===== src/rtl/act_unit_pipe.sv =====
// act_unit_pipe: multi-lane two-stage activation pipeline (bypass / ReLU / leaky / clipped ReLU)
// with a valid/ready stream interface and a saturating clip-event counter.

`ifndef DATA_WIDTH
`define DATA_WIDTH 16
`endif

module act_unit_pipe #(
    parameter int unsigned DATA_WIDTH = `DATA_WIDTH,
    parameter int unsigned LANES      = 4,
    parameter int unsigned LEAK_SHIFT = 3,
    parameter int unsigned CNT_WIDTH  = 16
) (
    input  logic                        clk,
    input  logic                        rst_n,
    input  logic                        in_valid,
    output logic                        in_ready,
    input  logic [LANES*DATA_WIDTH-1:0] in_data,
    input  logic [1:0]                  in_mode,
    input  logic [DATA_WIDTH-1:0]       in_clip,
    output logic                        out_valid,
    input  logic                        out_ready,
    output logic [LANES*DATA_WIDTH-1:0] out_data,
    output logic [1:0]                  out_mode,
    output logic [CNT_WIDTH-1:0]        clip_cnt,
    input  logic                        clip_cnt_clr
);

    localparam int unsigned VecW = LANES * DATA_WIDTH;

    localparam logic [1:0] ModeBypass = 2'd0;
    localparam logic [1:0] ModeRelu   = 2'd1;
    localparam logic [1:0] ModeLeaky  = 2'd2;

    // Stage 1 state
    logic                         s1_valid_q, s1_valid_d;
    logic [VecW-1:0]              s1_data_q, s1_data_d;
    logic [1:0]                   s1_mode_q, s1_mode_d;
    logic signed [DATA_WIDTH-1:0] s1_clip_q, s1_clip_d;
    logic [LANES-1:0]             s1_neg_q, s1_neg_d;
    logic [LANES-1:0]             s1_gt_q, s1_gt_d;

    // Stage 2 state (drives the outputs directly)
    logic                         s2_valid_q, s2_valid_d;
    logic [VecW-1:0]              out_data_q, out_data_d;
    logic [1:0]                   out_mode_q, out_mode_d;
    logic                         s2_clip_q, s2_clip_d;
    logic [CNT_WIDTH-1:0]         clip_cnt_q, clip_cnt_d;

    logic                         s1_advance;
    logic                         s1_clipped;
    logic                         clip_inc;
    logic signed [DATA_WIDTH-1:0] clip_clamped;
    logic signed [DATA_WIDTH-1:0] lane_x;
    logic signed [DATA_WIDTH-1:0] lane_y;
    logic [VecW-1:0]              act_data;

    // Single combinational ready chain: S2 drains or is empty -> S1 may move -> input may load.
    assign s1_advance = !s2_valid_q || out_ready;
    assign in_ready   = !s1_valid_q || s1_advance;

    // Per-lane sign flags and clip compares against the clamped (non-negative) ceiling.
    always_comb begin
        clip_clamped = in_clip[DATA_WIDTH-1] ? '0 : in_clip;
        s1_neg_d     = s1_neg_q;
        s1_gt_d      = s1_gt_q;
        s1_valid_d   = s1_valid_q;
        s1_data_d    = s1_data_q;
        s1_mode_d    = s1_mode_q;
        s1_clip_d    = s1_clip_q;
        if (in_ready) begin
            s1_valid_d = in_valid;
            if (in_valid) begin
                s1_data_d = in_data;
                s1_mode_d = in_mode;
                s1_clip_d = clip_clamped;
                for (int i = 0; i < LANES; i++) begin
                    s1_neg_d[i] = in_data[i*DATA_WIDTH + DATA_WIDTH - 1];
                    s1_gt_d[i]  = $signed(in_data[i*DATA_WIDTH +: DATA_WIDTH]) > clip_clamped;
                end
            end
        end
    end

    // Final lane values from the stage-1 flags.
    always_comb begin
        act_data = '0;
        lane_x   = '0;
        lane_y   = '0;
        for (int i = 0; i < LANES; i++) begin
            lane_x = s1_data_q[i*DATA_WIDTH +: DATA_WIDTH];
            case (s1_mode_q)
                ModeBypass: lane_y = lane_x;
                ModeRelu:   lane_y = s1_neg_q[i] ? '0 : lane_x;
                ModeLeaky:  lane_y = s1_neg_q[i] ? (lane_x >>> LEAK_SHIFT) : lane_x;
                default:    lane_y = s1_neg_q[i] ? '0 : (s1_gt_q[i] ? s1_clip_q : lane_x);
            endcase
            act_data[i*DATA_WIDTH +: DATA_WIDTH] = lane_y;
        end
    end

    // A negative lane can never exceed the clamped ceiling, so gt alone marks a clip.
    assign s1_clipped = (s1_mode_q == 2'd3) && (|s1_gt_q);

    // Stage-2 load; holds its beat while the consumer stalls.
    always_comb begin
        s2_valid_d = s2_valid_q;
        out_data_d = out_data_q;
        out_mode_d = out_mode_q;
        s2_clip_d  = s2_clip_q;
        if (s1_advance) begin
            s2_valid_d = s1_valid_q;
            if (s1_valid_q) begin
                out_data_d = act_data;
                out_mode_d = s1_mode_q;
                s2_clip_d  = s1_clipped;
            end
        end
    end

    assign clip_inc = s2_valid_q && out_ready && s2_clip_q;

    // Saturating clip-event counter; clear wins over the old value but keeps a coincident event.
    always_comb begin
        clip_cnt_d = clip_cnt_q;
        if (clip_cnt_clr) begin
            clip_cnt_d = clip_inc ? CNT_WIDTH'(1) : '0;
        end else if (clip_inc && (clip_cnt_q != '1)) begin
            clip_cnt_d = clip_cnt_q + CNT_WIDTH'(1);
        end
    end

    // All pipeline and counter state.
    always_ff @(posedge clk or negedge rst_n) begin
        if (!rst_n) begin
            s1_valid_q <= 1'b0;
            s1_data_q  <= '0;
            s1_mode_q  <= '0;
            s1_clip_q  <= '0;
            s1_neg_q   <= '0;
            s1_gt_q    <= '0;
            s2_valid_q <= 1'b0;
            out_data_q <= '0;
            out_mode_q <= '0;
            s2_clip_q  <= 1'b0;
            clip_cnt_q <= '0;
        end else begin
            s1_valid_q <= s1_valid_d;
            s1_data_q  <= s1_data_d;
            s1_mode_q  <= s1_mode_d;
            s1_clip_q  <= s1_clip_d;
            s1_neg_q   <= s1_neg_d;
            s1_gt_q    <= s1_gt_d;
            s2_valid_q <= s2_valid_d;
            out_data_q <= out_data_d;
            out_mode_q <= out_mode_d;
            s2_clip_q  <= s2_clip_d;
            clip_cnt_q <= clip_cnt_d;
        end
    end

    assign out_valid = s2_valid_q;
    assign out_data  = out_data_q;
    assign out_mode  = out_mode_q;
    assign clip_cnt  = clip_cnt_q;

endmodule


===== config.mk =====
export PLATFORM = sky130hd
export DESIGN_NAME = act_unit_pipe
export DESIGN_NICKNAME = d
export VERILOG_FILES = /design/src/rtl/act_unit_pipe.sv
export SDC_FILE = /design/constraint.sdc
export NUM_CORES = 1
export LEC_CHECK = 0
export ABC_CLOCK_PERIOD_IN_PS = 1600
export CAP_MARGIN = 10
export CORE_ASPECT_RATIO = 1.2
export CORE_MARGIN = 3
export CORE_UTILIZATION = 30
export DETAILED_ROUTE_END_ITERATION = 7
export GPL_TIMING_DRIVEN = 1
export PLACE_DENSITY = 0.51
export RECOVER_POWER = 50
export SKIP_LAST_GASP = 1
export SYNTH_ARGS = -nofsm -noshare
export SYNTH_HDL_FRONTEND = slang
export SYNTH_SLANG_ARGS = --single-unit

===== constraint.sdc =====
create_clock -name clk -period 1.6 [get_ports clk]
set_input_delay 0.24 -clock clk [delete_from_list [all_inputs] [get_ports clk]]
set_output_delay 0.24 -clock clk [all_outputs]
set_load 0.005 [all_outputs]

* Yosys cells after proc, flatten, opt, wreduce, memory -nomap -nowiden
Cells that the tools add are included.
Word-level totals: register bits 175, input bits 87, output and inout bits 84, logic and storage cells 57
Operators by class: $add $sub $neg 1, magnitude comparators 4, equality and inequality tests 4, mux-type cells 24, reductions and logical operators 13
Operators by type and width (number):
- $mux 16 | 14
- $pmux 16 s3 | 4
- $mux 15 | 5
- $gt 16x16->1 | 4
- $add 16x1->16 const B | 1
- $ne 16x16->1 const B | 1
- $eq 2x2->1 const B | 2
- $logic_and 1x1->1 | 4
- $reduce_and 2->1 | 2
- $reduce_or 4->1 | 1
- $eq 2x1->1 const B | 1
- $logic_not 1->1 | 2
- $logic_not 2->1 | 1
- $logic_or 1x1->1 | 2
- $reduce_bool 2->1 | 1
- $mux 1 | 1

* Depth between registers and ports, before layout
depth in word-level cells 5, gate-level depth with buffers 8, mapped depth without buffers 7

* Least setup slack after synthesis
OpenSTA, ideal clock, no wires.
kind in2reg, start point input port in_clip[15], end point register s1_gt_q[1], setup time 0.131 ns, arrival time 1.658 ns, data required time 1.469 ns, slack -0.189 ns, stages on the path 8, path buffers 1, path through clkbuf_1 -> nand2b_1 -> ha_1 -> nor2b_1 -> o211ai_1 -> a211oi_1 -> a2111oi_0 -> o21ai_1
Between the ends: longest elaborated chain between the ends 2
RTL lines:
- from (decl) | line 20 | input logic [DATA_WIDTH-1:0] in_clip,
- $mux 15 | line 64 | clip_clamped = in_clip[DATA_WIDTH-1] ? '0 : in_clip;
- $gt 16x16->1 | line 79 | s1_gt_d[i] = $signed(in_data[i*DATA_WIDTH +: DATA_WIDTH]) > clip_clamped;
- to (signal assigned) | line 153 | s1_gt_q <= s1_gt_d;
- to (decl) | line 41 | logic [LANES-1:0] s1_gt_q, s1_gt_d;
No other way between the ends. A chain may end at the register's enable or synchronous reset.

* Final worst setup path
start point input port in_data[24], end point register s1_gt_q[1]
Between the ends: longest elaborated chain between the ends 1
RTL lines:
- from (decl) | line 18 | input logic [LANES*DATA_WIDTH-1:0] in_data,
- $gt 16x16->1 | line 79
No other way between the ends.

==> flow_results.org <==
** Die
- For this configuration, the core starts out at a cell density of just over 30%.
- Die area :: 31900 um^2
- The region available for standard cell placement spans between 20000 and 30000 um^2.
- The initialized floorplan defines 68 standard-cell rows.
- The die is around 160 um wide.
- Count of boundary I/O pins :: 171
- From bottom edge to top edge, the die measures 195 um.

** Timing
- Post-route worst hold slack :: around 0.11 ns
- Across all setup checks in the final design, the least slack found is -0.0398 ns.
- The final count of pins violating max slew is 0.
- The final number of hold-violating endpoints was 0.
- The worst path uses 102% of the clock period.
- Max Clock Freq :: about 0.6 GHz
- Clock skew on the completed layout was measured at about 0.01 ns.
- The smallest clock period supported by the final layout is computed as ~1.6 ns.
- For the final routed database, the setup TNS stands at -0.0398 ns.
- Worst relative slew slack :: around two fifths
- Setup repair after global routing could not meet its margin everywhere.
- Setup violations remaining at the end of the flow were counted as 1.
- Tightest Pin Transition :: between 0.9 and 1 ns

** Setup path
- Data on the critical path arrives at its endpoint at about 2.0 ns.
- Data required time of the critical path :: between 1.5 and 2 ns
- The slowest stage of the critical path belongs to the cell sky130_fd_sc_hd__clkdlybuf4s50_1.
- Crit end category :: register
- Ordered list of cells on the worst path :: clkdlybuf4s50_1, ha_1, nand4_1, or2_4, a211oi_1, a2111oi_2, o21ai_1
- Largest fanout on the critical path :: 3
- Critical path launch point type :: input pin
- Critical path's largest stage delay :: 0.52 ns
- Critical path start-end classification :: input pin to register

** Synthesis
- The number of nets in the synthesized netlist is a little over 1000.
- The synthesized netlist contains 55 unique library cells.
- For this run, the number of Yosys warnings is 0.
- Cell area after synthesis :: 8950 um^2
- Sequential cells were found to cover between 40% and 50% of the synthesized design area.
- After synthesis, the mean cell area works out to 10.2 um^2.
- Mapped Cells :: around 880
- Number of synthesized flops with an enable pin :: 0
- The most used flip-flop cell after synthesis is sky130_fd_sc_hd__dfrtp_1.
- The synthesized design contains 170 register bits.
- Async SR Flop Fraction :: 100%

** Layout
- Sequential Area :: approximately 4300 um^2
- Excluding fillers, the count of instances in the completed layout stands at approximately 1600.
- Multi-input combinational cell area :: 5150 um^2
- Area delta synth->final :: 51.6%
- In the final design database the tool counted about 1300 nets.
- The filler cells instantiated in the layout total 2766.
- Share of post-route cells with drive strength above 1 :: 26.4%
- Final antenna diode count :: 0

** Power
- The worst-case IR drop observed on VDD is 0.000601 V.
- Summed over all cells, the static leakage comes to between 0.006 and 0.007 uW.
- In this run, the combinational gates consume about 29% of the power.
- Of the total power, registers draw about 40%.
- Sw power :: about 4600 uW
- Total power consumption of the routed design :: roughly 14000 uW
- Switch share :: a little under a third
- Clock network fraction of total power :: between 30% and 40%
- Cell internal power was estimated by the tool at 9750 uW.
- For this design the ratio of total power to cell area is approximately 1100 nW/um^2.

** Routing
- The detailed router finished its first iteration with slightly above 500 violations.
- Sum of routed wire length over all layers :: approximately 33 mm
- Vias :: around 8000
- Antenna-violating nets left :: 0
- Wire length per cell :: around 21 um
- Number of DRC violations after detailed routing :: 0
- In the routed layout, each cell is associated on average with a via count of a little over 5.
- Before antenna repair, the detailed router went through 5 iterations.

** Global routing
- Global routing used 20.5% of the available tracks across all layers.
- The first global-routing pass estimated a little under 50 mm of wire.
- Entering global routing, the biggest net connects 52 pins.
- Overflow left after global routing :: 0
- Antenna violations before repair :: 0
- The number of global-route vias before repair was roughly 8000.

** Clocking
- CTS saw 170 sinks.
- TritonCTS created 17 clock buffers.
- After clock tree synthesis, the clock-pin slew on the worst setup and hold paths is about 0.07 ns.
- The tree is rooted in a sky130_fd_sc_hd__clkbuf_16.
- Bufs on Longest Clock Path :: 2
- Worst-skew pair later-pin latency :: roughly 0.44 ns
- CTS tree :: built
- Deepest level of the CTS H-tree :: 4

** Place
- Post-detail-place hpwl :: approximately 25 mm
- Prior to clock tree synthesis, the placed netlist has a worst setup slack of -0.863 ns.
- Input/output buffers :: 170
- The congestion estimate from routability-driven global placement came to 0.867.
- Number of instances in the placed design :: 1493

** Outcome
- Status :: finished, violations left
- The final reports fail on setup timing.

** Job
- Across the run, the number of max-cap violations was 0.

** Hold path
- The tightest min-delay check is of the input pin to register type.
## kinds of logic after synthesis
family	count (synthesis)	synth area share [%]
and+or+nand+nor	284	15.3
AOI/OAI and AO/OA	223	15.7
adders and majority gates	61	8.53
xor gates and xnor gates	10	0.979
buffers and inverters	58	2.77
DFF	170	47.5
muxes	75	9.27
## sequential cells by signal, indices dropped and copies added (netlist names)
signal / flops
s1_valid_q: 1
s1_data_q: 64
s1_mode_q: 2
out_mode: 2
s1_clip_q: 15
clip_cnt: 16
s1_gt_q: 4
s2_clip_q: 1
out_data: 64
out_valid: 1
## placed cells by master (no fill, tap or decap), types with 6 or more instances in the layout
cell and instances:
sky130_fd_sc_hd__dlymetal6s2s_1 9, sky130_fd_sc_hd__xor2_1 8, sky130_fd_sc_hd__nand4_1 11, sky130_fd_sc_hd__o21ai_0 48, sky130_fd_sc_hd__clkdlybuf4s25_1 21, sky130_fd_sc_hd__buf_6 15, sky130_fd_sc_hd__nor2_1 78, sky130_fd_sc_hd__o21ai_1 16
sky130_fd_sc_hd__mux2i_1 12, sky130_fd_sc_hd__a221oi_1 17, sky130_fd_sc_hd__dfrtp_1 169, sky130_fd_sc_hd__buf_4 105, sky130_fd_sc_hd__nand3_1 6, sky130_fd_sc_hd__inv_1 6, sky130_fd_sc_hd__a21oi_2 10, sky130_fd_sc_hd__nand2b_1 8
sky130_fd_sc_hd__ha_4 13, sky130_fd_sc_hd__nand2b_4 13, sky130_fd_sc_hd__buf_12 19, sky130_fd_sc_hd__nand2_1 107, sky130_fd_sc_hd__mux2_2 31, sky130_fd_sc_hd__a21oi_1 67, sky130_fd_sc_hd__dlygate4sd2_1 40, sky130_fd_sc_hd__clkbuf_16 17
sky130_fd_sc_hd__clkdlybuf4s50_1 97, sky130_fd_sc_hd__ha_1 47, sky130_fd_sc_hd__mux2_1 32, sky130_fd_sc_hd__a221oi_2 31, sky130_fd_sc_hd__a21o_1 8
## synth_stat cells, drive strengths merged, types with 10 or more instances
| cell | number | area (um^2) |
|---|---|---|
| nand3 | 10 | 67.6 |
| a21oi | 78 | 390 |
| mux2 | 63 | 709 |
| nor2 | 81 | 304 |
| ha | 61 | 763 |
| mux2i | 12 | 120 |
| a221oi | 49 | 435 |
| dfrtp | 170 | 4250 |
| clkbuf | 29 | 110 |
| nand4 | 12 | 81.3 |
| buf | 22 | 111 |
| nand2 | 112 | 423 |
| nand2b | 21 | 131 |
| o21ai | 65 | 329 |
## metal layers
metal	GRT usage, %	vias to the layer above	routed length [um]
li1	-	3785	-
met1	27.2	3932	14700
met2	33.8	225	16200
met3	3.76	50	1460
met4	6.58	0	790
met5	0	-	0
## repair_timing
action	4_1_cts	5_1_grt
setup endpoints to repair	108	157
hold buffers	1	0
hold endpoints to repair	27	0
pin swaps	9	23
gates resized for setup	69	117
cloned	0	2
buffers inserted	14	20
## final timing paths
kind	startpoint	to	slack, ns	depth (start not counted)
max	in_data[24]	s1_gt_q[1]	-0.04	7
min	in_data[1]	s1_data_q[1]	0.11	2
max reg2reg	clip_cnt[0]	clip_cnt[13]	0.01	6
min reg2reg	out_data[15]	out_data[15]	0.47	2
max in group asynchronous	rst_n	out_data[17]	0.23	3
min in group asynchronous	rst_n	s1_data_q[17]	0.47	2
## critical path: cells and delay by family
kind                     cells  cell delay (ns)
buffers and inverters        1             0.52
AO/OA/AOI/OAI                3             0.52
AND/OR/NAND/NOR              2             0.38
adder cells (fa/ha/maj)      1             0.35
## power groups by stage
stage | registers, uW | logic (uW) | clock network [uW]
floorplan | 5560 | 1620 | 0
global placement | 5750 | 3840 | 0
detailed placement | 5760 | 3870 | 0
CTS | 5690 | 3880 | 4530
global route | 5810 | 4560 | 4690
finish | 5720 | 4160 | 4430
## final cells by class
type / instances / area share [%]
clock inverters: 14 / 1.37
clock buffers: 18 / 3.16
well taps: 385 / 3.55
flip-flops and latches: 170 / 31.4
inverters: 7 / 0.194
repair buffers: 314 / 22.4
multi-input cells: 653 / 37.9
## stage by stage
stage	utilization, %	cell area [um^2]
2_1_floorplan	-	9120
3_3_place_gp	41.7	12100
3_5_place_dp	41.7	12100
4_1_cts	44.5	12900
5_1_grt	46.6	13600
6_report	46.6	13600
No activity file was read; power rests on OpenSTA's default activity.
